$ cat src/rtl/result_uart_tx_pkg.sv
// Shared definitions for the result UART transmitter: FSM encoding and frame constants.
// No logic, no latency; no flow control.
// Imported by the top, the FIFO and the bench.
package result_uart_tx_pkg;

    typedef enum logic [1:0] {
        IDLE  = 2'd0,
        START = 2'd1,
        DATA  = 2'd2,
        STOP  = 2'd3
    } tx_state_e;

    localparam int         FRAME_BITS = 10;
    localparam logic [3:0] ASCII_HI   = 4'h3;

    // Result nibble mapped onto ASCII '0'..'?'
    function automatic logic [7:0] to_ascii(input logic [3:0] val);
        return {ASCII_HI, val};
    endfunction

endpackage

$ cat src/rtl/result_uart_tx_if.sv
// Result strobe bus from the processor into the UART transmitter.
// No latency; no backpressure (results arrive as single-cycle strobes).
// master drives, slave samples.
interface result_uart_tx_if;
    logic [3:0] result;
    logic       result_valid;

    modport master (output result, output result_valid);
    modport slave  (input  result, input  result_valid);
endinterface

$ cat src/rtl/result_uart_tx_fifo.sv
// Generic FIFO: circular buffer with wrapping pointers and an occupancy count.
// Latency: a pushed entry is visible at dout_o the cycle after the push.
// Backpressure: a push while full is accepted only if a pop happens in the same cycle.
module result_fifo
    import result_uart_tx_pkg::*;
#(
    parameter int FIFO_DEPTH = 4,
    parameter int WIDTH      = 4
) (
    input  logic                          clk,
    input  logic                          rst_n,
    input  logic                          push_i,
    input  logic                          pop_i,
    input  logic [WIDTH-1:0]              din_i,
    output logic [WIDTH-1:0]              dout_o,
    output logic [$clog2(FIFO_DEPTH):0]   count_o,
    output logic                          full_o,
    output logic                          empty_o
);
    localparam int AW = $clog2(FIFO_DEPTH);
    localparam int CW = AW + 1;

    logic [WIDTH-1:0] mem_q [FIFO_DEPTH];
    logic [AW-1:0]    wr_ptr_q, rd_ptr_q;
    logic [CW-1:0]    count_q;
    logic             wr_en;

    // A pop frees the head slot in the same cycle, so a full FIFO can still take a push.
    assign wr_en = push_i && (!full_o || pop_i);

    always_ff @(posedge clk or negedge rst_n) begin
        if (!rst_n) begin
            wr_ptr_q <= '0;
            rd_ptr_q <= '0;
            count_q  <= '0;
        end else begin
            if (wr_en) wr_ptr_q <= wr_ptr_q + AW'(1);
            if (pop_i) rd_ptr_q <= rd_ptr_q + AW'(1);
            case ({wr_en, pop_i})
                2'b10:   count_q <= count_q + CW'(1);
                2'b01:   count_q <= count_q - CW'(1);
                default: count_q <= count_q;
            endcase
        end
    end

    always_ff @(posedge clk) begin
        if (wr_en) mem_q[wr_ptr_q] <= din_i;
    end

    assign dout_o  = mem_q[rd_ptr_q];
    assign count_o = count_q;
    assign full_o  = (count_q == CW'(FIFO_DEPTH));
    assign empty_o = (count_q == '0);

endmodule

$ cat src/rtl/result_uart_tx.sv
// Buffers 4-bit results and sends each as an ASCII byte in a 10-bit 8N1 frame on tx_o.
// Latency: result strobed in cycle N gives the start bit on tx_o from cycle N+2.
// Backpressure: none upstream; a result arriving while the buffer is full is dropped and flagged.
module result_uart_tx
    import result_uart_tx_pkg::*;
#(
    parameter int CLKS_PER_BIT = 4,
    parameter int FIFO_DEPTH   = 4
) (
    input  logic                   clk,
    input  logic                   rst_n,
    result_uart_tx_if.slave        in_if,
    output logic                   tx_o,
    output logic                   busy_o,
    output logic                   fifo_full_o,
    output logic                   overflow_o
);
    tx_state_e  state_q, state_d;
    logic [7:0] clk_cnt_q, clk_cnt_d;
    logic [2:0] bit_idx_q, bit_idx_d;
    logic [7:0] data_q, data_d;
    logic       tx_q, tx_d;
    logic       overflow_q, overflow_d;

    logic                        pop;
    logic [3:0]                  fifo_dout;
    logic [$clog2(FIFO_DEPTH):0] fifo_count;
    logic                        fifo_full;
    logic                        fifo_empty;
    logic                        bit_end;
    logic [2:0]                  nxt_idx;

    result_fifo #(
        .FIFO_DEPTH (FIFO_DEPTH),
        .WIDTH      (4)
    ) u_fifo (
        .clk     (clk),
        .rst_n   (rst_n),
        .push_i  (in_if.result_valid),
        .pop_i   (pop),
        .din_i   (in_if.result),
        .dout_o  (fifo_dout),
        .count_o (fifo_count),
        .full_o  (fifo_full),
        .empty_o (fifo_empty)
    );

    assign bit_end = (clk_cnt_q == 8'(CLKS_PER_BIT - 1));
    assign nxt_idx = bit_idx_q + 3'd1;

    // tx_d is decided together with the state so tx_q changes on the same edge as the state.
    always_comb begin
        state_d   = state_q;
        clk_cnt_d = clk_cnt_q;
        bit_idx_d = bit_idx_q;
        data_d    = data_q;
        tx_d      = tx_q;
        pop       = 1'b0;

        if (state_q != IDLE) clk_cnt_d = bit_end ? 8'd0 : clk_cnt_q + 8'd1;

        case (state_q)
            IDLE: begin
                if (!fifo_empty) begin
                    pop       = 1'b1;
                    state_d   = START;
                    data_d    = to_ascii(fifo_dout);
                    tx_d      = 1'b0;
                    clk_cnt_d = 8'd0;
                end
            end
            START: begin
                if (bit_end) begin
                    state_d   = DATA;
                    bit_idx_d = 3'd0;
                    tx_d      = data_q[0];
                end
            end
            DATA: begin
                if (bit_end) begin
                    if (bit_idx_q == 3'd7) begin
                        state_d = STOP;
                        tx_d    = 1'b1;
                    end else begin
                        bit_idx_d = nxt_idx;
                        tx_d      = data_q[nxt_idx];
                    end
                end
            end
            STOP: begin
                if (bit_end) begin
                    if (!fifo_empty) begin
                        pop     = 1'b1;
                        state_d = START;
                        data_d  = to_ascii(fifo_dout);
                        tx_d    = 1'b0;
                    end else begin
                        state_d = IDLE;
                        tx_d    = 1'b1;
                    end
                end
            end
            default: begin
                state_d = IDLE;
                tx_d    = 1'b1;
            end
        endcase
    end

    assign overflow_d = overflow_q | (in_if.result_valid & fifo_full & ~pop);

    always_ff @(posedge clk or negedge rst_n) begin
        if (!rst_n) begin
            state_q    <= IDLE;
            clk_cnt_q  <= 8'd0;
            bit_idx_q  <= 3'd0;
            data_q     <= 8'd0;
            tx_q       <= 1'b1;
            overflow_q <= 1'b0;
        end else begin
            state_q    <= state_d;
            clk_cnt_q  <= clk_cnt_d;
            bit_idx_q  <= bit_idx_d;
            data_q     <= data_d;
            tx_q       <= tx_d;
            overflow_q <= overflow_d;
        end
    end

    assign tx_o        = tx_q;
    assign busy_o      = (state_q != IDLE) || (fifo_count != '0);
    assign fifo_full_o = fifo_full;
    assign overflow_o  = overflow_q;

endmodule

$ cat src/flat_wrapper.sv
// flat-port wrapper written by rule: the top's interface ports become plain ports
module result_uart_tx_flat import result_uart_tx_pkg::*;
#(
    parameter int CLKS_PER_BIT = 4,
    parameter int FIFO_DEPTH   = 4
)
  (clk, rst_n, tx_o, busy_o, fifo_full_o, overflow_o, in_if_result, in_if_result_valid);
  result_uart_tx_if in_if_i ();
  input  logic clk;
  input  logic rst_n;
  output logic tx_o;
  output logic busy_o;
  output logic fifo_full_o;
  output logic overflow_o;
  input wire logic [$bits(in_if_i.result)-1:0] in_if_result;
  input wire logic [$bits(in_if_i.result_valid)-1:0] in_if_result_valid;
  assign in_if_i.result = in_if_result;
  assign in_if_i.result_valid = in_if_result_valid;
  result_uart_tx #(.CLKS_PER_BIT(CLKS_PER_BIT), .FIFO_DEPTH(FIFO_DEPTH)) u_core (.clk(clk), .rst_n(rst_n), .in_if(in_if_i), .tx_o(tx_o), .busy_o(busy_o), .fifo_full_o(fifo_full_o), .overflow_o(overflow_o));
endmodule
$ cat config.mk
export PLATFORM = sky130hd
export DESIGN_NAME = result_uart_tx_flat
export DESIGN_NICKNAME = d
export VERILOG_FILES = /design/src/rtl/result_uart_tx_pkg.sv /design/src/rtl/result_uart_tx_if.sv /design/src/rtl/result_uart_tx_fifo.sv /design/src/rtl/result_uart_tx.sv /design/src/flat_wrapper.sv
export SDC_FILE = /design/constraint.sdc
export NUM_CORES = 1
export LEC_CHECK = 0
export BUFFER_PORTS_ARGS = -buffer_cell sky130_fd_sc_hd__buf_2
export CORE_MARGIN = 1.5
export CORE_UTILIZATION = 49
export DETAILED_ROUTE_END_ITERATION = 16
export PLACE_DENSITY = 0.68
export SYNTH_ARGS = -nofsm -noshare
export SYNTH_HDL_FRONTEND = slang
export SYNTH_SLANG_ARGS = --single-unit
$ cat constraint.sdc
create_clock -name clk -period 2.8 [get_ports clk]
set_input_delay 0.14 -clock clk [delete_from_list [all_inputs] [get_ports clk]]
set_output_delay 0.14 -clock clk [all_outputs]
set_load 0.005 [all_outputs]
==> results of run 1 <==
worst max path at each step:
stage                                                       to  slack [ns]
after detailed placement  u_core.u_fifo.count_o[1]$_DFFE_PN0P_        0.16
after global placement    u_core.u_fifo.count_o[1]$_DFFE_PN0P_        0.36
after global routing      u_core.u_fifo.count_o[1]$_DFFE_PN0P_        0.06
after CTS                 u_core.u_fifo.count_o[1]$_DFFE_PN0P_        0.15
final                     u_core.u_fifo.count_o[1]$_DFFE_PN0P_        0.21
after floorplan           u_core.u_fifo.count_o[1]$_DFFE_PN0P_        0.48
stage by stage:
stage          util, %  setup WS [ns]  cell area, µm²  power, µW  hold WS, ns
2_1_floorplan        -         0.4842            2177       1879      -0.1556
3_3_place_gp     52.66         0.3634            2277       2057       0.1819
3_5_place_dp     52.66         0.1618            2277       2124       0.1902
4_1_cts          55.58         0.1468            2404       2631      0.05112
5_1_grt          55.70        0.05836            2409       2823      0.05382
6_report         55.70         0.2061            2409       2618      0.05800
Yosys cell counts (2+ instances only):
library cell,instances
sky130_fd_sc_hd__mux2_1,2
sky130_fd_sc_hd__o31ai_1,2
sky130_fd_sc_hd__dfrtp_1,26
sky130_fd_sc_hd__and3_1,2
sky130_fd_sc_hd__and3_2,2
sky130_fd_sc_hd__inv_1,11
sky130_fd_sc_hd__nor3_1,6
sky130_fd_sc_hd__xor2_1,2
sky130_fd_sc_hd__a21oi_1,4
sky130_fd_sc_hd__a22o_1,6
sky130_fd_sc_hd__nand2_1,10
sky130_fd_sc_hd__edfxtp_1,16
sky130_fd_sc_hd__a31oi_1,2
sky130_fd_sc_hd__mux2_2,5
sky130_fd_sc_hd__nand3_1,7
sky130_fd_sc_hd__o21ai_0,14
sky130_fd_sc_hd__ha_1,11
sky130_fd_sc_hd__clkbuf_1,2
sky130_fd_sc_hd__xnor2_1,5
sky130_fd_sc_hd__mux4_2,5
sky130_fd_sc_hd__nand2b_1,2
sky130_fd_sc_hd__or3_1,2
sky130_fd_sc_hd__and2_1,5
sky130_fd_sc_hd__nor2_1,3
worst max-delay path: cells and delay by family, from the launching register on:
kind                     cells  cell delay (ns)
AND/OR/NAND/NOR              2             0.63
adder cells (fa/ha/maj)      2             0.74
flip-flops                   1             0.38
AO/OA/AOI/OAI                2             0.46
multiplexers                 1             0.29
final cells by class:
cell class	count	area (µm²)	share of cell area [%]
Timing Repair Buffer	12	67.56	2.805
Tap cell	52	65.06	2.701
Clock buffer	5	68.82	2.857
Clock inverter	3	47.55	1.974
Multi-Input combinational cell	116	960.9	39.90
Sequential cell	43	1157	48.05
Inverter	11	41.29	1.714
kinds of logic (layout without fill, tap and decap cells):
logic type / count (synthesis) / in the layout / synth area share, %
buffers and inverters: 15 / 31 / 2.931
XOR/XNOR: 7 / 7 / 2.816
AND/OR/NAND/NOR: 45 / 45 / 12.07
adder cells (fa/ha/maj): 12 / 12 / 7.241
flip-flops: 43 / 43 / 53.16
multiplexers: 14 / 14 / 9.942
AO/OA/AOI/OAI: 38 / 38 / 11.84
state kept, by name, summed over array words and instances, names as in the netlist, 2 cells and up:
name / flops
u_core.u_fifo.mem_q: 16
u_core.u_fifo.rd_ptr_q: 2
u_core.u_fifo.count_o: 3
u_core.bit_idx_q: 3
u_core.state_q: 2
u_core.clk_cnt_q: 8
u_core.data_q: 5
u_core.u_fifo.wr_ptr_q: 2
power groups by stage:
stage                     sequential, µW  combinational [µW]  clock [µW]
after floorplan                      974                 906           0
after global placement              1020                1040           0
after detailed placement            1040                1080           0
after CTS                           1030                1090         512
after global routing                1050                1240         536
final                               1020                1100         498
cell usage in the layout (no fill, tap or decap), drive strengths merged, types with 2 or more instances in the layout:
cell type and instances:
buf 11, inv 12, dfrtp 26, and3 4, nor3 7, nand2 10, nand2b 2, ha 11
a21oi 4, mux4 5, and2 5, clkbuf 5, xnor2 5, edfxtp 16, xor2 2, a31oi 2
o21ai 15, a22o 6, or3 2, nand3 7, nor2 3, o31ai 2, mux2 8
per-layer routing:
layer	GRT usage (%)	wire, µm	part of all wire [%]	vias up
met3	4.360	138	3.7	6
met5	0	0	0	-
li1	-	-	-	674
met1	22.32	1703	45	689
met4	4.487	40	1.1	0
met2	27.67	1884	50	30
repair_timing:
item	4_1_cts	5_1_grt
resized for setup	0	1
endpoints found under the setup margin	0	1
hold endpoints to repair	26	0
hold buffers	1	0
==> run_results.csv, run 1 <==
group,metric,value,unit
outcome,outcome,"finished, final reports clean",
floorplanning,core_region_area,0.004324,mm²
logic_synthesis,post_synth_main_area_contributors,"sky130_fd_sc_hd__dfrtp_1, sky130_fd_sc_hd__edfxtp_1, sky130_fd_sc_hd__ha_1",
routing,avgRoutedWirePerCell,15.57,µm
sta,highest_clock_rate,385.5,MHz
worst_hold_path,hold_path_end,"u_core.u_fifo.mem_q[2][2]$_DFFE_PP_",
power_and_ir_drop,switching_share,36.96,%
logic_synthesis,syn_avg_cell_area,12.51,µm²
layout,num-nets-final,208,
power_and_ir_drop,p_leak,0.001013,µW
critical_path,reg2reg_setup_slack,0.21,ns
logic_synthesis,synth.distinct_cells,46,
layout,antenna-diode-count,0,
clock_tree,htreeDepth,2,
power_and_ir_drop,p_seq_share,39.0,%
sta,count_of_final_setup_violators,0,
logic_synthesis,synth.top_cell.area_share,29.89,%
global_route,grt_usage,16.80,%
critical_path,worst_setup_path_start_kind,"flop",
job,drv.max_cap_violation_count,0,
layout,final.fill_count,372,
sta,timing.final.hold_violations,0,
clock_tree,tritoncts.num_buffers,5,
floorplanning,ioPinCount,11,
routing,drc,0,
critical_path,timing.reg2reg.worst_path_depth,7,
worst_hold_path,start_point_of_the_worst_hold_path,"in_if_result[2]",
routing,ant_nets,0,
global_route,grt_max_degree,28,
clock_tree,clock_tree_from_tritoncts,"built",
critical_path,crit_path_cell_trace,"ha_1, or4b_1, o31ai_2, nand2_1, fa_1, mux2_2, o22ai_1",
critical_path,setup.worst_path.end_class,"flop",
critical_path,critPathMaxStageDelay,0.49,ns
logic_synthesis,synth.yosys.warnings,0,
floorplanning,fp.dieW,69.66,µm
logic_synthesis,gate_count_post_synth,174,
clock_tree,cts.clk_slew.worst_paths,0.09,ns
sta,max_slew_margin,60.26,%
floorplanning,dieArea,0.004852,mm²
routing,vias,1399,
global_route,grt_antenna_before_repair,0,
power_and_ir_drop,comb_power_share,42.0,%
clock_tree,cts.root.buffer_cell,"sky130_fd_sc_hd__clkbuf_8",
placed_design,placedCellCount,233,
critical_path,critical_path.startpoint,"u_core.clk_cnt_q[0]$_DFF_PN0_",
global_route,grt_first_pass_wirelength,6.472,mm
worst_hold_path,worst_hold_path.num_cells,1,
logic_synthesis,synth_async_sr_flop_share,62.79,%
routing,dr.pass1.iters,4,
power_and_ir_drop,power.internal,1651,µW
critical_path,crit_type,"reg -> reg",
logic_synthesis,synth_enable_flop_cells,16,
layout,instances_no_fill,242,
routing,detail_route.iter0.violations,65,
critical_path,cp.arrival,2.81,ns
placed_design,detailedPlacementHpwl,2.831,mm
power_and_ir_drop,worst_ir_drop_vdd,0.5696,mV
global_route,first_global_vias,1367,
sta,min_period_over_period,92.64,%
clock_tree,clk-insertion-delay-late,0.30,ns
power_and_ir_drop,pwrdens,1087,mW/mm²
logic_synthesis,synth_nets,193,
power_and_ir_drop,switchingPower,967.7,µW
power_and_ir_drop,power.clock.fraction,19.0,%
clock_tree,cts.sinks,43,
layout,layout-drive-gt1-share,20.00,%
logic_synthesis,synth_top_cell_by_area,"sky130_fd_sc_hd__dfrtp_1",
global_route,global_route.overflow_total,0,
sta,grt_setup_unrepaired,"false",
floorplanning,initial_utilization,50.35,%
placed_design,port_buffer_count,10,
logic_synthesis,ys_seq_area_share,53.16,%
logic_synthesis,ys.flop_type,"sky130_fd_sc_hd__dfrtp_1",
floorplanning,die_h,69.66,µm
logic_synthesis,yosys_register_bits,43,
routing,totalWireLength,3.767,mm
critical_path,timing.critical_path.required,3.01,ns
critical_path,crit_path_max_fanout,6,
sta,fin_crit,2.594,ns
clock_tree,post_cts_buffers,0,
sta,setup_tns,0,ns
routing,viasPerCell,5.781,
sta,final_max_slew_viol_count,0,
critical_path,worst_r2r_endpoint,"u_core.u_fifo.count_o[1]$_DFFE_PN0P_",
critical_path,worst_r2r_startpoint,"u_core.clk_cnt_q[0]$_DFF_PN0_",
placed_design,gpl.final_weighted_congestion,0.8092,
sta,clock-skew-final,0.005719,ns
logic_synthesis,post_synth_instance_area,0.002177,mm²
floorplanning,floorplan.rows,24,
clock_tree,clk_path_buf_depth,2,
critical_path,critical_path.slowest_cell,"sky130_fd_sc_hd__or4b_1",
layout,syn2layout_area_growth,10.63,%
sta,tightest_slew,0.5886,ns
worst_hold_path,hold_crit_path_type,"in -> reg",
(Power assumes the default switching activity.)
==> run 2, diff against run 1 <==
- GPL_TIMING_DRIVEN: not set -> 1
- clock period: 2.8 -> 3.1 ns (I/O delays scaled with it)
==> run_results.csv, run 2 (synthesis gave the netlist of run 1 again) <==
group,metric,value,unit
outcome,outcome,"finished, final reports clean",
global_route,grt_antenna_before_repair,0,
global_route,grt_most_used_layer,"met2",
clock_tree,clk_path_buf_depth,2,
floorplanning,ioPinCount,11,
floorplanning,fp.dieW,69.66,µm
placed_design,gpl.final_weighted_congestion,0.8048,
global_route,use_met2,28.85,%
routing,ant_nets,0,
global_route,global_route.overflow_total,0,
worst_hold_path,worst_hold_path.num_cells,1,
job,drv.max_cap_violation_count,0,
power_and_ir_drop,pwrdens,984.8,mW/mm²
layout,final.fill_count,379,
critical_path,reg2reg_setup_slack,0.48,ns
critical_path,critPathMaxStageDelay,0.49,ns
critical_path,worst_r2r_startpoint,"u_core.clk_cnt_q[0]$_DFF_PN0_",
sta,timing.final.hold_violations,0,
clock_tree,clk-insertion-delay-late,0.30,ns
clock_tree,cts.clk_slew.worst_paths,0.09,ns
global_route,first_global_vias,1415,
global_route,grtUsageMet1,24.32,%
placed_design,detailedPlacementHpwl,2.860,mm
critical_path,cp.arrival,2.83,ns
floorplanning,die_h,69.66,µm
layout,mostFrequentLayoutCells,"sky130_fd_sc_hd__dfrtp_1, sky130_fd_sc_hd__edfxtp_1, sky130_fd_sc_hd__o21ai_0",
layout,final_common_cell,"sky130_fd_sc_hd__dfrtp_1",
sta,fin_crit,2.624,ns
floorplanning,dieArea,0.004852,mm²
placed_design,port_buffer_count,10,
global_route,grt_usage,18.36,%
sta,setup_tns,0,ns
critical_path,crit_type,"reg -> reg",
global_route,grt_max_degree,28,
sta,highest_clock_rate,381.1,MHz
routing,viasPerCell,5.864,
sta,count_of_final_setup_violators,0,
clock_tree,cts.root.buffer_cell,"sky130_fd_sc_hd__clkbuf_8",
critical_path,timing.reg2reg.worst_path_depth,7,
layout,num-nets-final,208,
global_route,grt_first_pass_wirelength,6.913,mm
power_and_ir_drop,post-layout-total-power,2367,µW
critical_path,setup.worst_path.end_class,"flop",
sta,final_worst_hold_slack,0.07390,ns
sta,grt_setup_unrepaired,"false",
power_and_ir_drop,worst_ir_drop_vdd,0.5420,mV
sta,max_slew_margin,59.17,%
power_and_ir_drop,switchingPower,877.4,µW
critical_path,worst_setup_path_start_kind,"flop",
critical_path,crit_buf_inv,0,
critical_path,timing.critical_path.required,3.31,ns
critical_path,crit_path_max_fanout,6,
critical_path,critPathTopFamily,"adder cells",
critical_path,worst_r2r_endpoint,"u_core.u_fifo.count_o[1]$_DFFE_PN0P_",
floorplanning,initial_utilization,50.35,%
layout,antenna-diode-count,0,
layout,layout-drive-gt1-share,19.47,%
power_and_ir_drop,power.clock.fraction,19.1,%
layout,final_core_util,55.58,%
floorplanning,floorplan.rows,24,
power_and_ir_drop,p_leak,0.001012,µW
critical_path,crit_path_cell_trace,"ha_1, or4b_1, o31ai_1, nand2_1, fa_1, mux2_2, o22ai_1",
critical_path,critical_path_depth,7,
sta,final_max_slew_viol_count,0,
power_and_ir_drop,power.internal,1490,µW
sta,tightest_slew,0.6124,ns
sta,min_period_over_period,84.65,%
placed_design,placement.cell_area,0.002277,mm²
clock_tree,htreeDepth,2,
routing,vias,1419,
worst_hold_path,hold_path_end,"u_core.u_fifo.mem_q[2][3]$_DFFE_PP_",
sta,clock-skew-final,0.01581,ns
layout,postLayoutCellArea,0.002404,mm²
worst_hold_path,hold_crit_path_type,"in -> reg",
routing,avgRoutedWirePerCell,16.10,µm
floorplanning,core_region_area,0.004324,mm²
routing,detail_route.iter0.violations,115,
power_and_ir_drop,switching_share,37.07,%
layout,largest_register,"u_core.u_fifo.mem_q",
clock_tree,cts.repair.resized,0,
layout,biggestRegsByFlops,"u_core.u_fifo.mem_q x16, u_core.clk_cnt_q x8, u_core.data_q x5",
power_and_ir_drop,comb_power_share,41.9,%
routing,totalWireLength,3.897,mm
clock_tree,clock_tree_from_tritoncts,"built",
critical_path,critical_path.slowest_cell,"sky130_fd_sc_hd__fa_1",
clock_tree,tritoncts.num_buffers,5,
global_route,use_met3,5.523,%
power_and_ir_drop,p_seq_share,39.0,%
layout,largest_register_ffs,16,
routing,dr.pass1.iters,4,
clock_tree,cts.sinks,43,
layout,syn2layout_area_growth,10.40,%
routing,drc,0,
worst_hold_path,start_point_of_the_worst_hold_path,"in_if_result[3]",
run 2: power groups by stage:
stage          Sequential [µW]  Clock [µW]  Combinational, µW
6_report                   923         451                993
5_1_grt                    950         487               1120
4_1_cts                    927         458                997
3_5_place_dp               938           0                988
3_3_place_gp               920           0                939
2_1_floorplan              879           0                818
run 2: per-stage QoR:
step	cells	setup WS (ns)
floorplan	174	0.7842
global placement	233	0.6608
detailed placement	233	0.4824
CTS	242	0.4832
global route	242	0.3587
finish	242	0.4759
run 2: worst max-delay path by stage:
stage                                        startpoint                                   end  slack, ns
after floorplan           u_core.clk_cnt_q[0]$_DFF_PN0_  u_core.u_fifo.count_o[1]$_DFFE_PN0P_       0.78
after global placement    u_core.clk_cnt_q[0]$_DFF_PN0_  u_core.u_fifo.count_o[1]$_DFFE_PN0P_       0.66
after detailed placement  u_core.clk_cnt_q[0]$_DFF_PN0_  u_core.u_fifo.count_o[1]$_DFFE_PN0P_       0.48
after CTS                 u_core.clk_cnt_q[0]$_DFF_PN0_  u_core.u_fifo.count_o[1]$_DFFE_PN0P_       0.48
after global routing      u_core.clk_cnt_q[0]$_DFF_PN0_  u_core.u_fifo.count_o[1]$_DFFE_PN0P_       0.36
final                     u_core.clk_cnt_q[0]$_DFF_PN0_  u_core.u_fifo.count_o[1]$_DFFE_PN0P_       0.48
run 2: area by class of cell:
type | count | area (µm²) | share of cell area, %
clock buffer | 5 | 68.82 | 2.863
clock inverter | 3 | 47.55 | 1.978
inverter | 11 | 41.29 | 1.718
multi-input combinational | 116 | 955.9 | 39.77
sequential | 43 | 1157 | 48.15
tap | 52 | 65.06 | 2.707
timing repair buffer | 12 | 67.56 | 2.811
run 2: worst register-to-register path, cell delays in order (launching register included):
cell and delay [ns]:
sky130_fd_sc_hd__dfrtp_1 0.39, sky130_fd_sc_hd__ha_1 0.26, sky130_fd_sc_hd__or4b_1 0.48, sky130_fd_sc_hd__o31ai_1 0.36, sky130_fd_sc_hd__nand2_1 0.15, sky130_fd_sc_hd__fa_1 0.49, sky130_fd_sc_hd__mux2_2 0.29, sky130_fd_sc_hd__o22ai_1 0.13
run 2: repair_timing:
item                      in CTS  in global routing
hold buffers                   1                  0
hold endpoints to repair      26                  0
buffers inserted               0                  0
run 2: metal layers:
layer,routed length (µm),vias up
met5,0,-
met4,60,0
met3,142,6
met2,1858,30
met1,1835,711
li1,-,672
